## src/rtl/muldiv_unit.sv

```systemverilog
// Iterative RV32M multiply/divide unit: radix-2 shift-add multiply, restoring divide, one bit per clock.
// Optional MULDIV_FAST_MUL_EN: multiplies use a single-cycle combinational product instead.
module muldiv_unit #(
    parameter int XLEN  = 32,
    parameter int CNT_W = 5
) (
    input  logic            clk,
    input  logic            rst,
    input  logic            start,
    input  logic [2:0]      funct3,
    input  logic [XLEN-1:0] op_a,
    input  logic [XLEN-1:0] op_b,
    input  logic [4:0]      rd_in,
    output logic            busy,
    output logic            done,
    output logic [XLEN-1:0] result,
    output logic [4:0]      wa_out,
    output logic            we_out
);

    typedef enum logic [1:0] {IDLE, CALC, DONE} state_t;

    state_t              state_q, state_d;
    logic [CNT_W-1:0]    cnt_q, cnt_d;
    logic [XLEN-1:0]     result_q, result_d;
    logic [4:0]          wa_q, wa_d;
    logic [2*XLEN-1:0]   acc_q, acc_d;
    logic [XLEN-1:0]     opnd_q, opnd_d;
    logic                neg_q, neg_d;
    logic                rneg_q, rneg_d;
    logic [2:0]          f3_q, f3_d;

    function automatic logic [XLEN-1:0] neg_if(input logic n, input logic [XLEN-1:0] v);
        return n ? -v : v;
    endfunction

    function automatic logic [2*XLEN-1:0] neg_if_w(input logic n, input logic [2*XLEN-1:0] v);
        return n ? -v : v;
    endfunction

    // Operand decode at acceptance
    logic            accept, is_div_in, a_signed, b_signed, a_neg, b_neg;
    logic [XLEN-1:0] a_mag, b_mag;
    logic            div_zero, div_ovf, special;
    logic [XLEN-1:0] special_res;
    logic            short_path;
    logic [XLEN-1:0] short_res;

    assign accept    = start && (state_q != CALC);
    assign is_div_in = funct3[2];
    assign a_signed  = is_div_in ? ~funct3[0] : (funct3[1:0] != 2'b11);
    assign b_signed  = is_div_in ? ~funct3[0] : ~funct3[1];
    assign a_neg     = a_signed & op_a[XLEN-1];
    assign b_neg     = b_signed & op_b[XLEN-1];
    assign a_mag     = neg_if(a_neg, op_a);
    assign b_mag     = neg_if(b_neg, op_b);

    assign div_zero    = is_div_in && (op_b == '0);
    assign div_ovf     = is_div_in && ~funct3[0] && (op_a == {1'b1, {(XLEN-1){1'b0}}}) && (op_b == '1);
    assign special     = div_zero | div_ovf;
    assign special_res = div_zero ? (funct3[1] ? op_a : '1)
                                  : (funct3[1] ? '0 : {1'b1, {(XLEN-1){1'b0}}});

`ifdef MULDIV_FAST_MUL_EN
    logic signed [2*XLEN-1:0] fa, fb, fprod;
    assign fa         = {{XLEN{a_neg}}, op_a};
    assign fb         = {{XLEN{b_neg}}, op_b};
    assign fprod      = fa * fb;
    assign short_path = special | ~is_div_in;
    assign short_res  = is_div_in ? special_res
                      : (funct3[1:0] == 2'b00 ? fprod[XLEN-1:0] : fprod[2*XLEN-1:XLEN]);
`else
    assign short_path = special;
    assign short_res  = special_res;
`endif

    // One iteration: acc holds {hi, lo} = {partial product, multiplier} or {remainder, quotient}
    logic [XLEN:0]     msum, rsh;
    logic [XLEN-1:0]   rdiff;
    logic              ge;
    logic [2*XLEN-1:0] mul_next, div_next, step_acc, prod;
    logic [XLEN-1:0]   quo_f, rem_f, final_res;

    assign msum     = {1'b0, acc_q[2*XLEN-1:XLEN]} + (acc_q[0] ? {1'b0, opnd_q} : {(XLEN+1){1'b0}});
    assign mul_next = {msum, acc_q[XLEN-1:1]};
    assign rsh      = {acc_q[2*XLEN-1:XLEN], acc_q[XLEN-1]};
    assign ge       = rsh >= {1'b0, opnd_q};
    assign rdiff    = rsh[XLEN-1:0] - opnd_q;
    assign div_next = ge ? {rdiff, acc_q[XLEN-2:0], 1'b1} : {rsh[XLEN-1:0], acc_q[XLEN-2:0], 1'b0};
    assign step_acc = f3_q[2] ? div_next : mul_next;

    assign prod      = neg_if_w(neg_q, step_acc);
    assign quo_f     = neg_if(neg_q, step_acc[XLEN-1:0]);
    assign rem_f     = neg_if(rneg_q, step_acc[2*XLEN-1:XLEN]);
    assign final_res = f3_q[2] ? (f3_q[1] ? rem_f : quo_f)
                     : (f3_q[1:0] == 2'b00 ? prod[XLEN-1:0] : prod[2*XLEN-1:XLEN]);

    always_ff @(posedge clk or negedge rst) begin
        if (!rst) state_q <= IDLE;
        else      state_q <= state_d;
    end

    always_comb begin
        state_d = state_q;
        case (state_q)
            IDLE, DONE: state_d = start ? (short_path ? DONE : CALC) : IDLE;
            CALC:       if (cnt_q == '0) state_d = DONE;
            default:    state_d = IDLE;
        endcase
    end

    always_comb begin
        busy   = (state_q == CALC);
        done   = (state_q == DONE);
        we_out = done && (wa_q != '0);
    end

    assign result = result_q;
    assign wa_out = wa_q;

    always_comb begin
        acc_d    = acc_q;
        opnd_d   = opnd_q;
        neg_d    = neg_q;
        rneg_d   = rneg_q;
        f3_d     = f3_q;
        wa_d     = wa_q;
        result_d = result_q;
        cnt_d    = cnt_q;
        if (accept) begin
            f3_d   = funct3;
            wa_d   = rd_in;
            cnt_d  = CNT_W'(XLEN-1);
            neg_d  = a_neg ^ b_neg;
            rneg_d = a_neg;
            acc_d  = {{XLEN{1'b0}}, (is_div_in ? a_mag : b_mag)};
            opnd_d = is_div_in ? b_mag : a_mag;
            if (short_path) result_d = short_res;
        end else if (state_q == CALC) begin
            acc_d = step_acc;
            cnt_d = cnt_q - CNT_W'(1);
            if (cnt_q == '0) result_d = final_res;
        end
    end

    always_ff @(posedge clk or negedge rst) begin
        if (!rst) begin
            cnt_q    <= '0;
            result_q <= '0;
            wa_q     <= '0;
        end else begin
            cnt_q    <= cnt_d;
            result_q <= result_d;
            wa_q     <= wa_d;
        end
    end

    // Datapath registers carry no reset; they are always loaded on acceptance before use
    always_ff @(posedge clk) begin
        acc_q  <= acc_d;
        opnd_q <= opnd_d;
        neg_q  <= neg_d;
        rneg_q <= rneg_d;
        f3_q   <= f3_d;
    end

endmodule

```

## config.mk

```make
export PLATFORM = sky130hd
export DESIGN_NAME = muldiv_unit
export DESIGN_NICKNAME = d
export VERILOG_FILES = /design/src/rtl/muldiv_unit.sv
export SDC_FILE = /design/constraint.sdc
export NUM_CORES = 1
export LEC_CHECK = 0
export CORE_MARGIN = 5
export CORE_UTILIZATION = 50
export DETAILED_ROUTE_END_ITERATION = 10
export PLACE_DENSITY_LB_ADDON = 0.2
export SYNTH_ARGS = -nofsm -noshare
export SYNTH_HDL_FRONTEND = slang
export SYNTH_SLANG_ARGS = --single-unit
```

## constraint.sdc

```tcl
create_clock -name clk -period 5.15 [get_ports clk]
set_input_delay 1.03 -clock clk [delete_from_list [all_inputs] [get_ports clk]]
set_output_delay 1.03 -clock clk [all_outputs]
set_load 0.1 [all_outputs]
```

# --- Word-level counts from Yosys, hierarchy flattened ---
# Index checks and enable logic that the tools add are counted.
word_totals:
  ff_bits: 145
  in_bits: 75
  out_inout_bits: 40
  word_cells: 78
op_classes:
  n_addsub: 8
  order_cmp: 1
  eq_ne: 8
  muxes: 30
  bitwise_logic: 6
  n_reduce_logical: 15
ops:
  columns: ["operator", "count"]
  rows:
  - ["$mux 32", 19]
  - ["$mux 64", 3]
  - ["$neg 32->32", 4]
  - ["$eq 32x32->1 const B", 2]
  - ["$neg 64->64", 1]
  - ["$add 32x32->33", 1]
  - ["$ge 33x32->1", 1]
  - ["$logic_not 32->1", 1]
  - ["$sub 32x32->32", 1]
  - ["$mux 5", 2]
  - ["$logic_and 1x1->1", 6]
  - ["$mux 2", 3]
  - ["$ne 2x1->1 const B", 3]
  - ["$logic_not 5->1", 1]
  - ["$reduce_bool 5->1", 1]
  - ["$sub 5x1->5 const B", 1]
  - ["$logic_not 2->1", 2]
  - ["$pmux 2 s2", 1]
  - ["$reduce_bool 2->1", 2]
  - ["$reduce_and 3->1", 1]
  - ["$and 1x1->1", 2]
  - ["$eq 2x1->1 const B", 1]
  - ["$eq 2x2->1 const B", 1]
  - ["$mux 1", 2]
  - ["5 further kinds", 6]

# --- Logic depth before layout (Yosys ltp) ---
depth:
  depth_word: 10
  mapped_depth: 24
  ltp_nobuf: 22

# --- Worst setup path after synthesis ---
# Ideal clock, no wire load.
synth_timing:
  path_type: "flip-flop to flip-flop"
  start: "register opnd_q[22]"
  end: "register result_q[20] (netlist: result[20])"
  arrival_time_ns: 4.998
  slack_ns: 0.083
  stages_incl_launch_ff: 24
  n_path_buf: 3
  period_less_slack_ns: 5.067
  cell_sequence: "edfxtp_1 > inv_1 > ha_1 > buf_2 > a21o_1 > a31oi_4 > o221a_4 > o221a_2 > buf_6 > nand3_1 > and2_1 > inv_1 > ha_1 > o2111ai_1 > or3_1 > nor3_1 > nand2_1 > or4_1 > or3_1 > clkbuf_1 > o211ai_1 > o31ai_1 > a221oi_1 > a22o_1"
synth_via:
  elab_chain_len: 10
  elab_cells_between_ends: 15
  cone_classes: "add/sub: 3; order compare: 1; mux: 11"
synth_lines:
  columns: ["element", "line", "text"]
  rows:
  - ["from (decl)", "28", "logic [XLEN-1:0] opnd_q, opnd_d;"]
  - ["from (signal assigned)", "161", "opnd_q <= opnd_d;"]
  - ["$ge 33x32->1 *", "87", "assign ge = rsh >= {1'b0, opnd_q};"]
  - ["$mux 64 *", "89", "assign div_next = ge ? {rdiff, acc_q[XLEN-2:0], 1'b1} : {rsh[XLEN-1:0], acc_q[XLEN-2:0], 1'b0};"]
  - ["$mux 64 *", "90", "assign step_acc = f3_q[2] ? div_next : mul_next;"]
  - ["$neg 64->64 or $neg 32->32 (tied branches)", "38, 34", null]
  - ["$mux 64 or $mux 32 (tied branches)", "38, 34", null]
  - ["$mux 32 (on tied branches)", "96, 95", null]
  - ["$mux 32 *", "95", "assign final_res = f3_q[2] ? (f3_q[1] ? rem_f : quo_f)"]
  - ["$mux 32 *", "142", "if (cnt_q == '0) result_d = final_res;"]
  - ["$mux 32 *", "139", "end else if (state_q == CALC) begin"]
  - ["$mux 32 *", "130", "if (accept) begin"]
  - ["to (signal assigned)", "153", "result_q <= result_d;"]
  - ["to (decl)", "25", "logic [XLEN-1:0] result_q, result_d;"]
# Mark *: on every way between the ends. The rest lies on a longest branch, timed or not. The select of a mux whose other input is x is not followed.
# A chain may end at the register's enable or synchronous reset.

# --- Worst setup path in the final report ---
layout_timing:
  start: "register opnd_q[23]"
  end: "register result_q[24] (netlist: result[24])"
layout_via:
  elab_chain_len: 10
  elab_cells_between_ends: 18
  cone_classes: "add/sub: 5; order compare: 1; mux: 12"
layout_lines:
  columns: ["element", "line", "text"]
  rows:
  - ["$mux 32, or another cell as far along", "84", "assign msum = {1'b0, acc_q[2*XLEN-1:XLEN]} + (acc_q[0] ? {1'b0, opnd_q} : {(XLEN+1){1'b0}});"]
  - ["$add 32x32->33 or $mux 64 (tied branches)", "84, 89", null]
  - ["$mux 64 *", "90", null]
  - ["$neg 64->64 or $neg 32->32 (tied branches)", "38, 34", null]
  - ["$mux 64 or $mux 32 (tied branches)", "38, 34", null]
  - ["$mux 32 (on tied branches)", "96, 95", null]
  - ["$mux 32 *", "95", null]
  - ["$mux 32 *", "142", null]
  - ["$mux 32 *", "139", null]
  - ["$mux 32 *", "130", null]
# Marks and branches as above.

==> results.cfg <==
[clock_tree]
cts_buffer_depth = 2
insertion_delay_ns = 0.45
clk_pin_slew_ns = 0.06
ctsHtreeMaxLevel = 4
cts_tree = done
cts_buffers = 17
cts-root-buf = clkbuf_16
cts_sinks = 145

[power_and_ir_drop]
clkPwrFrac_pct = 8.9
powerDensity_nw_per_um2 = 746
leakage_nw = 7.66
ir_worst_vdd_uv = 324
power_switching_share_pct = 55.8
p_int_w = 0.00634
switching_power_w = 0.00800
combPwrFrac_pct = 75.5
power.total_w = 0.0143
seq_power_share_pct = 15.6

[critical_path]
end_kind = flop
path_max_fanout = 9
slowest_delay_ns = 0.53
r2r_slack_ns = 0.08
worstPathCellList = inv_1 -> ha_1 -> nand3_1 -> or4_1 -> o221a_4 -> o221a_2 -> buf_4 -> nand3_1 -> a31o_4 -> ha_1 -> inv_1 -> nor4_4 -> nand4_1 -> buf_4 -> nor2_2 -> buf_4 -> nand4_1 -> o21ai_2 -> xnor2_1 -> o21ai_1 -> o211ai_1
crit_type = flop to flop
cp_slowest_cell = or4_1
cp-start-kind = flop
crit_family = simple AND/OR/NAND/NOR gates
crit_top_cell = buf_4
required_ns = 5.44
crit_arrival_ns = 5.37
cp.buffers_inverters = 5

[place]
placed_cells = 2672
gp_congestion = 1.04
placedInstanceArea_um2 = 18500
hpwl_um = 53000
port_buffers = 114
pre_cts_slack_ns = -0.235

[sta]
setup_viol = 0
post-route-period-util_pct = 98.5
slew_headroom_pct = 31.0
max_freq_ghz = 0.197
max_slew.worst_pin.slew_ns = 1.03
period_minus_slack_ns = 5.07
whs_ns = 0.481
hold_viol_final = 0
skew_ns = 0.0198
maxSlewViolCount = 0
setup_ws_ns = 0.0794

[final_layout]
layoutNonFillerInstCount = 2708
layout_commonest_cell = nand2_1
diodes = 0
most-common-layout-cells = nand2_1 (239), a21oi_1 (180), o21ai_0 (166)
fin_area_um2 = 19200
area_growth_pct = 18.5
drive_gt1_share_pct = 12.4
fin_nets = 2401

[synth]
synth_edf_count = 69
synth_nets = 2240
synth-main-ff-cell = edfxtp_1
yosysSeqAreaShare_pct = 23.5
synth.distinct_cells = 105
synth_cells = 2092
synth.avg_cell_area_um2 = 7.75
synth-async-reset-ratio_pct = 30.3
yosysWarnings = 0
ys_ff_latch = 145
netlist_area_um2 = 16200

[grt]
antenna_found_initial = 5
grt_max_degree = 66
grt.total_usage_pct = 36.1
overflow = 0
grt_pass1_wl_um = 101000
grt_pass1_vias = 17000

[floorplan]
die_area_um2 = 36100
die_x_um = 190
num_rows = 66
core-area_um2 = 32300
initial_core_util_pct = 50.2
ioPinCount = 115
die_y_um = 190

[detailed_routing]
vias = 17700
wire_per_inst_um = 24.8
drtAntennaViolNets = 0
finalWirelength_um = 67100
firstDrtPassIters = 6
drc = 0
vias_per_cell = 6.54
first_iter_violations = 2011

[job]
max-cap-violations = 0

[run_status]
status = finished clean

[hold_path]
hp-class = flop to flop
==> per-stage QoR <==
step | util (%) | TNS [ns]
after floorplan | - | 0
after global placement | 57.2 | -0.316
after detailed placement | 57.2 | -0.654
after CTS | 59.1 | 0
after global routing | 59.5 | -0.125
final | 59.5 | 0
==> path summary, 6_finish.rpt <==
kind | startpoint | end | cells past startpoint
setup / recovery | opnd_q[23] | result[24] | 21
hold / removal | result[2] | result[2] | 2
hold reg to reg | result[2] | result[2] | 2
max in group asynchronous | rst | cnt_q[1] | 2
min in group asynchronous | rst | result[23] | 2
setup reg to reg | opnd_q[23] | result[24] | 21
==> worst reg2reg max path, delay by kind of cell (launching register included) <==
family / cells / cell delay (ns)
fa+ha+maj: 2 / 0.59
flops: 1 / 0.35
buf+inv: 5 / 0.74
xor+xnor: 1 / 0.11
compound gates: 6 / 1.41
simple gates: 7 / 1.77
==> state kept, by name, indices dropped and copies added, names as in the netlist <==
register	flops
acc_q	64
cnt_q	5
f3_q	3
neg_q	1
opnd_q	32
result	32
rneg_q	1
state_q	2
wa_out	5
==> kinds of logic (layout without fill, tap and decap cells) <==
kind of cell             count (synthesis)  after routing  share of synthesized area, %
adder cells (fa/ha/maj)                 73             73                          5.73
buffers and inverters                  205            379                          5.08
AND/OR/NAND/NOR                        726            726                          22.4
XOR/XNOR                               170            170                          9.19
flip-flops                             145            145                          23.5
multiplexers                           109            109                          6.84
AO/OA/AOI/OAI                          664            664                          27.2
==> routing by layer <==
layer	share of wire, %	track usage, %	up-vias	routed length (um)
li1	-	-	8070	-
met1	40	47.0	8397	27000
met2	45	58.5	1039	30200
met3	9.2	6.39	199	6140
met4	5.5	16.8	4	3720
met5	0.040	0	-	27
==> synth_stat cells (19+ instances only) <==
cell type | count | area [um2]
nand2_1 | 241 | 905
a211oi_1 | 21 | 158
o21a_1 | 19 | 143
buf_2 | 19 | 95.1
edfxtp_1 | 69 | 2070
nand4_1 | 37 | 231
a31oi_1 | 30 | 188
mux2i_1 | 98 | 981
xor2_1 | 82 | 718
o21ai_0 | 169 | 846
nor2_1 | 150 | 563
and2_1 | 43 | 269
clkbuf_1 | 90 | 338
xnor2_1 | 88 | 771
a21o_1 | 27 | 203
ha_1 | 71 | 888
inv_1 | 80 | 300
nor3_1 | 68 | 340
dfrtp_1 | 44 | 1100
a21oi_1 | 182 | 911
nand3_1 | 39 | 195
o211ai_1 | 31 | 233
o31ai_1 | 32 | 240
dfxtp_1 | 32 | 641
==> power groups by stage <==
stage / logic (W) / clock network (W) / registers (W)
after global routing: 0.0115 / 0.00132 / 0.00228
final: 0.0108 / 0.00127 / 0.00224
after detailed placement: 0.0104 / 0 / 0.00223
after global placement: 0.0103 / 0 / 0.00221
after floorplan: 0.00614 / 0 / 0.00300
after CTS: 0.0105 / 0.00127 / 0.00221
==> repair_timing <==
item                                    CTS  global route
gates resized for setup                   2            29
hold endpoints to repair                  0             0
pin swaps                                 1             7
hold buffers                              0             0
setup buffers                             1             3
endpoints found under the setup margin    7            19
==> area by class of cell <==
class                   count  area (um2)
clock buffers              17         425
clock inverters            15         151
fillers                  3013       13100
inverters                  83         312
multi-input cells        1742       11700
flip-flops and latches    145        3810
well taps                 442         553
repair buffers            264        2260
Note: power is estimated with default switching activity, not from simulation.
==> RTL change (config.mk and constraints unchanged) <==
`result_q` and `wa_q` no longer have a reset.
--- a/src/rtl/muldiv_unit.sv
+++ b/src/rtl/muldiv_unit.sv
@@ -146,13 +146,14 @@
     always_ff @(posedge clk or negedge rst) begin
         if (!rst) begin
             cnt_q    <= '0;
-            result_q <= '0;
-            wa_q     <= '0;
         end else begin
             cnt_q    <= cnt_d;
-            result_q <= result_d;
-            wa_q     <= wa_d;
         end
+    end
+
+    always_ff @(posedge clk) begin
+        result_q <= result_d;
+        wa_q     <= wa_d;
     end
 
     // Datapath registers carry no reset; they are always loaded on acceptance before use
Formal check against the unedited RTL: not equivalent (a bounded check fails within 4 cycles, from zero or initial values and one cycle with rst low).
==> RTL change against the original RTL <==
- the run now ends with setup timing left
- area after synthesis decreased by 1.2%
- fmax shrank 3.6%
- clock skew down 0.0081 ns
- worst setup slack worse by 0.19 ns
- wire length decreased by 7.6%
- sequential cell count stayed put
- sequential power is 5% lower
- highest routed layer is now met4
- critical path type unchanged
- final area rose by 4.0%
- power is 2.0% lower
==> RTL change: results (changes against the original RTL) <==
[setup_path]
critical-path-top-delay-family=simple AND/OR/NAND/NOR gates  ; unchanged
arrival_ns=5.44  ; was 5.37 ns
worst_path_largest_cell_delay_ns=0.45  ; was 0.53 ns
path_max_fanout=3  ; was 9
slowest_stage=sky130_fd_sc_hd__or4_4  ; was sky130_fd_sc_hd__or4_1

[final_layout]
num-nets-final=2407  ; was 2401
drive_gt1_share_pct=16.7  ; was 12.4%
fillers=2727  ; was 3013

[drt]
dr_wl_met3_um=6340  ; was 6140 um
detailroute.via_count=17300  ; was 17700
met1Wirelength_um=25600  ; was 27000 um
met2_length_um=27200  ; was 30200 um
top_layer_used=met4  ; was met5
route.detailed.wl_per_inst_um=23.2  ; was 24.8 um
drt_iter0_markers=2263  ; was 2011
route.detailed.vias_per_inst=6.47  ; was 6.54
drtPass1Iterations=8  ; was 6

[clocking]
cts_max_level=4  ; unchanged
clock_tree.root_cell=sky130_fd_sc_hd__clkbuf_16  ; unchanged

[logic_synthesis]
number_of_enable_flip_flop_cells_after_synthesis=106  ; was 69
synth_fp_nets=2156  ; was 2240
yosysSeqAreaShare_pct=25.0  ; was 23.5%
synth.area.top_cells=sky130_fd_sc_hd__edfxtp_1, sky130_fd_sc_hd__mux2i_1, sky130_fd_sc_hd__xnor2_1  ; was sky130_fd_sc_hd__edfxtp_1, sky130_fd_sc_hd__dfrtp_1, sky130_fd_sc_hd__mux2i_1
post_synth_inst_count=2008  ; was 2092
netlist-cell-type-count=104  ; was 105
post_synth_most_frequent_cells=sky130_fd_sc_hd__nand2_1, sky130_fd_sc_hd__a21oi_1, sky130_fd_sc_hd__nor2_1  ; was sky130_fd_sc_hd__nand2_1, sky130_fd_sc_hd__a21oi_1, sky130_fd_sc_hd__o21ai_0
synth_async_sr_flop_share_pct=4.83  ; was 30.3%

[timing]
max_slew_margin_pct=29.1  ; was 31.0%
setup_viol=10  ; was 0
totalNegativeSetupSlack_ns=-0.389  ; was 0 ns
final_skew_ns=0.0118  ; was 0.0198 ns
postLayoutSetupSlackWorst_ns=-0.109  ; was 0.0794 ns

[outcome]
failing_checks=setup timing
run_status=complete, but fails checks  ; was finished clean

[grt]
grt_max_degree=67  ; was 66
grt_usage_pct=33.6  ; was 36.1%
grt_first_pass_wirelength_um=94500  ; was 101000 um
antenna_violations_before_repair=2  ; was 5

[place]
post-place-cells=2633  ; was 2672
detailedPlacementHpwl_um=48300  ; was 53000 um
dp_worst_setup_slack_ns=-0.280  ; was -0.235 ns
routabilityCongestion=1.05  ; was 1.04
place_area_um2=19000  ; was 18500 um^2

[power]
power.share.switching_pct=50.8  ; was 55.8%
power.leakage_nw=7.91  ; was 7.66 nW

## RTL change: cell count changes after synthesis, sizes merged, moves of 10 or more
cell	before	now
clkbuf	90	70
nand2	243	170
o221ai	21	7
a21oi	183	170
xnor2	88	107
dfrtp	44	7
a31oi	31	21
edfxtp	69	106
buf	32	50
o21ai	176	165
## RTL change: logic make-up after synthesis
kind of cell,synth area share [%]
flops,25.0
simple gates,20.8
compound gates,26.3
xor+xnor,10.1
mux,7.00
fa+ha+maj,5.80
buf+inv,5.14
## RTL change: final timing paths
path,endpoint,startpoint,slack [ns],depth (start not counted)
worst max-delay path,result[22],opnd_q[31],-0.11,20
worst min-delay path,state_q[1],state_q[1],0.48,1
worst max register to register,result[22],opnd_q[31],-0.11,20
worst min register to register,state_q[1],state_q[1],0.48,1
max in group asynchronous,state_q[0],rst,4.06,1
min in group asynchronous,cnt_q[1],rst,0.85,1
## RTL change: layout make-up
type	count	area (um^2)	share of cell area [%]
multi-input cells	1660	11600	58.0
flip-flops and latches	145	4000	20.0
repair buffers	352	2980	14.9
well taps	402	503	2.52
clock buffers	17	425	2.13
inverters	83	312	1.56
clock inverters	15	181	0.908
## RTL change: layer usage
metal	up-vias	global-route usage [%]
met5	-	0
met4	0	14.6
met3	171	6.97
met2	976	52.0
met1	8163	45.6
li1	7986	-
## RTL change: timing repair
action,in CTS,in global routing
gates resized for setup,35,32
setup buffers,6,4
endpoints found under the setup margin,14,20
pin swaps,14,25
## RTL change: power by group through the flow
stage          logic, mW  registers, mW  clock network (mW)
2_1_floorplan       6.24           2.18                   0
3_3_place_gp        9.85           2.10                   0
3_5_place_dp        9.93           2.12                   0
4_1_cts             10.2           2.10                1.32
5_1_grt             11.3           2.16                1.37
6_report            10.6           2.12                1.32
